**src/rtl/cam_pkg.sv**
```systemverilog
// Shared camera-capture constants and the capture FSM state type. The frame-buffer
// reader imports the same package, so both sides agree on geometry and address width.
package cam_pkg;

    localparam int H_RES  = 320;
    localparam int V_RES  = 240;
    localparam int ADDR_W = $clog2(H_RES * V_RES);

    typedef enum logic [1:0] {
        IDLE,
        WAIT_FRAME,
        CAPTURE
    } cap_state_t;

endpackage

```
**src/rtl/cam_byte_packer.sv**
```systemverilog
// Packs consecutive camera bytes into one RGB565 word: the first byte of a pixel
// goes to [15:8] and the second byte to [7:0]. The valid pulse marks the second byte.
module cam_byte_packer (
    input  logic        clk,
    input  logic        reset,
    input  logic        href,
    input  logic [7:0]  data,
    input  logic        phase,
    output logic [15:0] word,
    output logic        valid
);

    logic [7:0] hi;

    // NOTE: state registers use non-blocking assignments so every flop samples pre-edge values.
    always_ff @(posedge clk or posedge reset) begin
        if (reset) begin
            hi <= '0;
        end else if (href && !phase) begin
            hi <= data;
        end
    end

    assign word  = {hi, data};
    assign valid = href & phase;

endmodule

```
**src/rtl/ov7670_frame_capture.sv**
```systemverilog
// OV7670 parallel-bus capture into a linear RGB565 frame buffer (addr = y*H_RES + x).
// Define OV7670_CAP_STATS_EN to enable the frame counter and line-length checker.
module ov7670_frame_capture #(
    parameter int H_RES  = cam_pkg::H_RES,
    parameter int V_RES  = cam_pkg::V_RES,
    parameter int ADDR_W = $clog2(H_RES * V_RES)
) (
    input  logic              clk,
    input  logic              reset,
    input  logic              capture_en,
    input  logic              vsync,
    input  logic              href,
    input  logic [7:0]        data,
    output logic              we,
    output logic [ADDR_W-1:0] wAddr,
    output logic [15:0]       wData,
    output logic              frame_done,
    output logic [7:0]        frame_cnt,
    output logic              line_err
);

    localparam logic [ADDR_W-1:0] LAST_ADDR = ADDR_W'(H_RES * V_RES - 1);

    cam_pkg::cap_state_t state, next_state;

    logic              vsync_q;
    logic              vsync_rise;
    logic              vsync_fall;
    logic              frame_start;
    logic              frame_end;
    logic              byte_ok;
    logic              phase;
    logic              full;
    logic [ADDR_W-1:0] pix_addr;
    logic [15:0]       pix_word;
    logic              pix_valid;

    assign vsync_rise = vsync & ~vsync_q;
    assign vsync_fall = ~vsync & vsync_q;

    always_ff @(posedge clk or posedge reset) begin
        if (reset) begin
            state   <= cam_pkg::IDLE;
            vsync_q <= 1'b0;
        end else begin
            state   <= next_state;
            vsync_q <= vsync;
        end
    end

    // NOTE: every combinational output gets a default first so no path leaves it unassigned (no latch).
    always_comb begin
        next_state  = state;
        frame_start = 1'b0;
        frame_end   = 1'b0;
        byte_ok     = 1'b0;
        case (state)
            cam_pkg::IDLE: begin
                if (capture_en) next_state = cam_pkg::WAIT_FRAME;
            end
            cam_pkg::WAIT_FRAME: begin
                if (vsync_fall) begin
                    frame_start = 1'b1;
                    next_state  = cam_pkg::CAPTURE;
                end
            end
            cam_pkg::CAPTURE: begin
                // A byte coinciding with the vsync edge belongs to no frame and is dropped.
                byte_ok = href & ~vsync_rise;
                if (vsync_rise) begin
                    frame_end  = 1'b1;
                    next_state = capture_en ? cam_pkg::WAIT_FRAME : cam_pkg::IDLE;
                end
            end
            default: next_state = cam_pkg::IDLE;
        endcase
    end

    cam_byte_packer u_packer (
        .clk   (clk),
        .reset (reset),
        .href  (byte_ok),
        .data  (data),
        .phase (phase),
        .word  (pix_word),
        .valid (pix_valid)
    );

    always_ff @(posedge clk or posedge reset) begin
        if (reset) begin
            we         <= 1'b0;
            wAddr      <= '0;
            wData      <= '0;
            frame_done <= 1'b0;
            phase      <= 1'b0;
            full       <= 1'b0;
            pix_addr   <= '0;
        end else begin
            we         <= 1'b0;
            frame_done <= frame_end;
            if (frame_start) begin
                phase    <= 1'b0;
                full     <= 1'b0;
                pix_addr <= '0;
            end else if (byte_ok) begin
                phase <= ~phase;
                // Once the last buffer location is written the address freezes; no wrap.
                if (pix_valid && !full) begin
                    we    <= 1'b1;
                    wAddr <= pix_addr;
                    wData <= pix_word;
                    if (pix_addr == LAST_ADDR) full <= 1'b1;
                    else                       pix_addr <= pix_addr + 1'b1;
                end
            end else begin
                phase <= 1'b0;
            end
        end
    end

`ifdef OV7670_CAP_STATS_EN
    localparam int LCNT_W = $clog2(H_RES + 2);

    logic              href_q;
    logic [LCNT_W-1:0] line_cnt;

    // Counts started pixels, so an odd trailing byte makes the line look one pixel long.
    always_ff @(posedge clk or posedge reset) begin
        if (reset) begin
            href_q    <= 1'b0;
            line_cnt  <= '0;
            frame_cnt <= '0;
            line_err  <= 1'b0;
        end else begin
            href_q <= href;
            if (frame_end) frame_cnt <= frame_cnt + 8'd1;
            if (frame_start) begin
                line_cnt <= '0;
                line_err <= 1'b0;
            end else if (state == cam_pkg::CAPTURE) begin
                if (href_q && !href) begin
                    if (line_cnt != LCNT_W'(H_RES)) line_err <= 1'b1;
                    line_cnt <= '0;
                end else if (byte_ok && !phase && line_cnt != '1) begin
                    line_cnt <= line_cnt + 1'b1;
                end
            end
        end
    end
`else
    assign frame_cnt = '0;
    assign line_err  = 1'b0;
`endif

endmodule

```
**config.mk**
```make
export PLATFORM = sky130hd
export DESIGN_NAME = ov7670_frame_capture
export DESIGN_NICKNAME = d
export VERILOG_FILES = /design/src/rtl/cam_pkg.sv /design/src/rtl/cam_byte_packer.sv /design/src/rtl/ov7670_frame_capture.sv
export SDC_FILE = /design/constraint.sdc
export NUM_CORES = 1
export LEC_CHECK = 0
export CAP_MARGIN = 20
export CORE_MARGIN = 3
export CORE_UTILIZATION = 37
export DETAILED_ROUTE_END_ITERATION = 12
export SETUP_SLACK_MARGIN = 0.05
export SYNTH_ARGS = -nofsm -noshare
export SYNTH_HDL_FRONTEND = slang
export SYNTH_SLANG_ARGS = --single-unit
```
**constraint.sdc**
```tcl
create_clock -name clk -period 5.43 [get_ports clk]
set_input_delay 1.086 -clock clk [delete_from_list [all_inputs] [get_ports clk]]
set_output_delay 1.086 -clock clk [all_outputs]
set_load 0.02 [all_outputs]
```
==> reports/results.tsv, run 1 <==
stage	metric	value	unit
worst_hold_path	whs_path_depth	2	
logic_synthesis	avgSynthCellArea	9.80	sq um
die	num_rows	31	
die	die_w	94.0	um
global_route	busiest_layer	met2	
worst_hold_path	worstHoldStart	u_packer.hi[3]	
timing	slew_headroom	28.6	%
clock_network	cts-buffers-inserted	9	
clock_network	cts_tree	done	
power_and_ir_drop	p_sw_share	24.1	%
logic_synthesis	syn_inst	292	
route	drcViolationCount	0	
global_route	grt_pass1_wl	10100	um
route	via_per_inst	4.98	
global_route	grt_max_degree	57	
logic_synthesis	synth_area_leaders	dfrtp_1 (57%), nand2_1 (14%), mux2_2 (3.1%)	
placed_design	portBuffers	47	
critical_path	cp.required	5.69	ns
clock_network	path_clk_slew	0.07	ns
logic_synthesis	seq_area_frac_synth	56.8	%
final_layout	final_area	0.00360	sq mm
timing	max_freq	372	MHz
clock_network	cts_resized	0	
timing	worst_slack	2.74	ns
critical_path	rr_startpoint	pix_addr[0]	
logic_synthesis	synth_area	0.00286	sq mm
timing	fin_crit_sh	49.6	%
critical_path	startpoint_type	input pin	
route	vias	2208	
placed_design	routabilityCongestion	0.824	
timing	setup_violations	0	
critical_path	ff2ff_path_depth	5	
power_and_ir_drop	max-vdd-ir-drop	0.157	mV
timing	hold_ws	0.468	ns
placed_design	dp_hpwl	3880	um
die	dieHeight	94.0	um
placed_design	dp.cells	427	
die	dieArea	0.00883	sq mm
clock_network	worstSkewPairLatency	0.34	ns
power_and_ir_drop	power_density	308	mW/mm^2
placed_design	post-place-ws	2.38	ns
global_route	overflow	0	
final_layout	final_nets	353	
clock_network	clk_path_buf_depth	2	
logic_synthesis	yosysTopAreaCell	dfrtp_1	
final_layout	syn2layout_area_growth	25.7	%
final_layout	fin_cells	443	
timing	fin_tns_setup	0	ns
die	core_area	0.00737	sq mm
final_layout	antennaDiodeCount	0	
die	initial_utilization	38.8	%
power_and_ir_drop	clockPowerShare	38.7	%
power_and_ir_drop	power.leakage	1.69	nW
critical_path	end_kind	flop	
worst_hold_path	hold_end	wData[11]	
global_route	grt_use_total	14.6	%
timing	slew_viol_final	0	
final_layout	drive_above_1_share	8.43	%
logic_synthesis	ys_warn_count	0	
critical_path	regToRegEndpoint	pix_addr[10]	
clock_network	holdBufCountCts	0	
power_and_ir_drop	p_switching	267	uW
clock_network	postCtsSetupBuffers	0	
power_and_ir_drop	p_seq_share	50.1	%
clock_network	cts.sinks	65	
clock_network	h-tree-depth	3	
logic_synthesis	ys_types	40	
global_route	use_met3	2.80	%
route	antenna_left	0	
critical_path	crit_fanout	56	
route	first_pass_iters	4	
global_route	grt_pass1_vias	2143	
critical_path	worst-setup-path-type	in -> reg	
power_and_ir_drop	combinationalPowerShare	11.2	%
power_and_ir_drop	p_int	840	uW
logic_synthesis	synth_seq_cells	65	
logic_synthesis	synth_top_area_share	56.8	%
timing	finClkSkew	0.00914	ns
die	pin_count	57	
placed_design	place_area	0.00339	sq mm
critical_path	crit_arrival	2.95	ns
timing	hold_viol_final	0	
outcome	status	complete, no violations	
job	drv_cap	0	
timing	post-route-min-period	2.69	ns
route	drtIter0Drc	89	
global_route	grt.met2_usage	22.6	%
clock_network	root_buffer	clkbuf_8	
worst_hold_path	hold_class	reg -> reg	
timing	tightest_slew	1.06	ns
global_route	antenna_found_initial	0	
global_route	grtUsageMet1	19.6	%
route	wl_per_cell	13.4	um
critical_path	rrSetupSlack	3.45	ns
route	routed_wirelength	5950	um
timing	rsz0062_at_grt	false	
==> worst max path at each step <==
stage                      from  cells past startpoint  slack (ns)           end
after global routing      vsync                      7        2.60   pix_addr[2]
after global placement    vsync                      6        2.45  pix_addr[10]
final                     vsync                      6        2.74  pix_addr[10]
after floorplan           reset                      1        2.72    frame_done
after CTS                 vsync                      6        2.74  pix_addr[10]
after detailed placement  vsync                      6        2.38  pix_addr[10]
==> sequential cells by signal, summed over array words and instances (netlist names), 2 cells and up <==
register and flops:
wAddr 17, wData 16, state 2, u_packer.hi 8, pix_addr 17
==> layer usage <==
layer | part of all wire, % | vias up | wire [um]
met5 | 0 | - | 0
met1 | 48 | 1058 | 2830
met2 | 46 | 56 | 2740
li1 | - | 1083 | -
met3 | 4.5 | 11 | 267
met4 | 2.0 | 0 | 118
==> metrics by stage <==
stage | utilization [%] | power, mW
final | 48.8 | 1.11
after global routing | 48.8 | 1.16
after CTS | 48.8 | 1.12
after detailed placement | 46.0 | 0.689
after global placement | 46.0 | 0.687
after floorplan | - | 0.645
==> worst max-delay path, cell delays in order <==
cell             delay, ns
clkdlybuf4s50_1       0.47
nand2b_1              0.18
nand4_1               0.14
buf_4                 0.33
or4_1                 0.56
a21oi_1               0.17
==> kinds of logic (layout without fill, tap and decap cells) <==
| group | after synthesis | in the layout | share of synthesized area (%) |
|---|---|---|---|
| AND/OR/NAND/NOR | 159 | 159 | 26.5 |
| adder cells (fa/ha/maj) | 1 | 1 | 0.437 |
| buffers and inverters | 26 | 70 | 4.98 |
| other | 1 | 9 | 0.131 |
| multiplexers | 14 | 14 | 5.24 |
| AO/OA/AOI/OAI | 26 | 26 | 5.86 |
| flip-flops | 65 | 65 | 56.8 |
==> cell usage after synthesis (all sizes together) <==
library cell,instances
and2,1
o31ai,9
nand2b,5
conb,1
nor3,1
nor3b,1
nand4b,1
mux2i,6
buf,15
and2b,1
o21a,3
o21ai,2
o211ai,1
nor4,5
or4,8
nor2,1
and4,4
and3,1
o22ai,1
nor2b,2
nand4,6
mux2,8
nand2,109
a21oi,9
nor4bb,2
inv,2
ha,1
nand3b,1
o31a,1
clkinv,1
nand4bb,1
clkbuf,8
nand3,7
dfrtp,65
and3b,1
and4bb,1
==> area by class of cell <==
class                   instances  area (sq um)
multi-input cells             209          1130
repair buffers                 51           500
clock inverters                 2          35.0
inverters                       3          11.3
flip-flops and latches         65          1630
well taps                      99           124
clock buffers                  14           173
fillers                       720          3770
==> placed cells by master (no fill, tap or decap), drive strengths merged, types with 2 or more instances in the layout <==
cell type      count
o31ai              9
nand3              7
nand2            109
or4                8
mux2               8
clkdlybuf4s50     47
o21a               3
o21ai              2
nand2b             5
inv                2
conb               9
clkbuf            14
clkinv             2
nor4               5
nor4bb             2
nand4              6
dfrtp             65
mux2i              6
nor2b              2
buf                4
a21oi              9
and4               4
==> power by group through the flow <==
| stage | registers (mW) | clock network, mW | logic, mW |
|---|---|---|---|
| after floorplan | 0.567 | 0 | 0.0777 |
| after global placement | 0.562 | 0 | 0.124 |
| after detailed placement | 0.562 | 0 | 0.127 |
| after CTS | 0.554 | 0.441 | 0.127 |
| after global routing | 0.559 | 0.460 | 0.137 |
| final | 0.554 | 0.428 | 0.124 |
Note: power is estimated with default switching activity, not from simulation.
==> run 2, diff against run 1 <==
clock period = 2.75 ns   (was 5.43 ns; I/O delays follow)
==> run 2 against run 1 <==
Against the previous run: core utilization rose by 0.78 points; highest routed layer unchanged; flip-flop and latch count did not move; hold slack improved by 0.0051 ns.
==> reports/results.tsv, run 2 (synthesized netlist as in run 1, its figures left out) <==
stage	metric	value	unit	change
outcome	status	complete, no violations		unchanged
die	dieHeight	94.0	um	unchanged
die	pin_count	57		unchanged
timing	slew_viol_final	0		unchanged
final_layout	final_area	0.00366	sq mm	was 0.00360 sq mm
die	die_w	94.0	um	unchanged
critical_path	crit_arrival	2.35	ns	was 2.95 ns
final_layout	nFillCells	710		was 720
power_and_ir_drop	power.leakage	1.72	nW	was 1.69 nW
route	drtIter0Drc	107		was 89
die	core_area	0.00737	sq mm	unchanged
timing	fin_crit_sh	75.8	%	
clock_network	root_buffer	clkbuf_8		unchanged
clock_network	cts_resized	0		unchanged
clock_network	path_clk_slew	0.07	ns	about the same
clock_network	holdBufCountCts	0		unchanged
global_route	overflow	0		unchanged
route	via_per_inst	4.91		was 4.98
critical_path	regToRegEndpoint	pix_addr[12]		was pix_addr[10]
placed_design	routabilityCongestion	0.752		was 0.824
clock_network	h-tree-depth	3		unchanged
route	drcViolationCount	0		unchanged
critical_path	worst-setup-path-type	in -> reg		unchanged
route	antenna_left	0		unchanged
final_layout	multiInputGateArea	0.00112	sq mm	was 0.00113 sq mm
timing	max_freq	480	MHz	
timing	hold_viol_final	0		unchanged
power_and_ir_drop	power_density	625	mW/mm^2	was 308 mW/mm^2
clock_network	cts_tree	done		unchanged
final_layout	final_nets	357		was 353
critical_path	end_kind	flop		unchanged
clock_network	worstSkewPairLatency	0.34	ns	about the same
timing	finClkSkew	0.00875	ns	was 0.00914 ns
critical_path	startpoint_type	input pin		unchanged
die	dieArea	0.00883	sq mm	unchanged
timing	setup_violations	0		unchanged
critical_path	critPathSlowestCell	or4_1		unchanged
clock_network	clk_path_buf_depth	2		unchanged
global_route	antenna_found_initial	0		unchanged
global_route	grt_use_total	15.5	%	was 14.6%
power_and_ir_drop	max-vdd-ir-drop	0.337	mV	was 0.157 mV
job	drv_cap	0		unchanged
critical_path	path_cells	clkdlybuf4s50_1, nand2b_1, nand4_1, buf_4, or4_1, a21oi_1		unchanged
final_layout	fin_cells	447		was 443
worst_hold_path	whs_path_depth	2		unchanged
route	wl_per_cell	13.8	um	was 13.4 um
clock_network	cts.sinks	65		unchanged
placed_design	place_area	0.00343	sq mm	was 0.00339 sq mm
final_layout	reg_top3	pix_addr x17, wAddr x17, wData x16		unchanged
critical_path	ff2ff_path_depth	5		unchanged
critical_path	rrSetupSlack	0.79	ns	was 3.45 ns
timing	fin_tns_setup	0	ns	unchanged
die	num_rows	31		unchanged
critical_path	slowest_delay	0.52	ns	was 0.56 ns
route	routed_wirelength	6190	um	was 5950 um
route	first_pass_iters	5		was 4
worst_hold_path	worstHoldStart	wAddr[8]		was u_packer.hi[3]
final_layout	mostFrequentLayoutCell	nand2_1		unchanged
timing	rsz0062_at_grt	false		unchanged
global_route	grt_pass1_vias	2162		was 2,143
critical_path	critPathLaunch	vsync		unchanged
critical_path	crit_fanout	32		was 56
placed_design	dp_hpwl	4010	um	was 3880 um
die	initial_utilization	38.8	%	unchanged
placed_design	portBuffers	47		unchanged
timing	post-route-min-period	2.09	ns	
worst_hold_path	hold_end	wAddr[8]		was wData[11]
final_layout	register_area	0.00163	sq mm	unchanged
clock_network	cts-buffers-inserted	9		unchanged
route	vias	2195		was 2,208
clock_network	postCtsSetupBuffers	0		unchanged
critical_path	cp.required	3.01	ns	was 5.69 ns
global_route	grt_max_degree	66		was 57
global_route	grt_pass1_wl	10800	um	was 10,100 um
final_layout	syn2layout_area_growth	27.8	%	was 25.7%
worst_hold_path	hold_class	reg -> reg		unchanged
final_layout	drive_above_1_share	9.77	%	was 8.43%
placed_design	dp.cells	431		was 427
final_layout	antennaDiodeCount	0		unchanged
critical_path	rr_startpoint	pix_addr[0]		unchanged
final_layout	layout_common_cells	nand2_1 (109), dfrtp_1 (65), clkdlybuf4s50_1 (47)		unchanged
[run 2: per-stage QoR]
stage / setup WS (ns) / utilization [%] / hold slack (ns) / total power [mW]
2_1_floorplan: 0.574 / - / 0.435 / 1.27
3_3_place_gp: 0.393 / 46.5 / 0.444 / 1.36
3_5_place_dp: 0.327 / 46.5 / 0.461 / 1.37
4_1_cts: 0.681 / 49.6 / 0.480 / 2.31
5_1_grt: 0.535 / 49.6 / 0.496 / 2.39
6_report: 0.665 / 49.6 / 0.473 / 2.28
[run 2: where the power goes]
part / internal (mW) / total, mW / switching [mW]
combinational: 0.130 / 0.255 / 0.125
sequential: 1.04 / 1.10 / 0.0540
clock: 0.557 / 0.933 / 0.376
total: 1.73 / 2.28 / 0.555
[run 2: worst max-delay path by stage]
| stage | cells past startpoint | end |
|---|---|---|
| 6_report | 6 | pix_addr[9] |
| 5_1_grt | 6 | pix_addr[8] |
| 4_1_cts | 6 | pix_addr[9] |
| 3_5_place_dp | 6 | pix_addr[6] |
| 3_3_place_gp | 6 | pix_addr[6] |
| 2_1_floorplan | 1 | frame_done |
[run 2: layout make-up]
| type | count | share of cell area (%) |
|---|---|---|
| sequential | 65 | 44.5 |
| clock buffer | 11 | 4.14 |
| clock inverter | 5 | 2.12 |
| multi-input combinational | 209 | 30.7 |
| tap | 99 | 3.39 |
| timing repair buffer | 55 | 14.8 |
| inverter | 3 | 0.308 |
[run 2: routing by layer]
metal	up-vias	share of wire (%)	track usage [%]
li1	1078	-	-
met1	1051	47	21.4
met2	57	46	23.2
met3	9	5.3	4.25
met4	0	1.5	6.14
met5	-	0	0
[run 2: critical path: cells and delay by family]
| kind | cells | cell delay, ns |
|---|---|---|
| AOI/OAI and AO/OA | 1 | 0.16 |
| buffers and inverters | 2 | 0.74 |
| and+or+nand+nor | 3 | 0.88 |
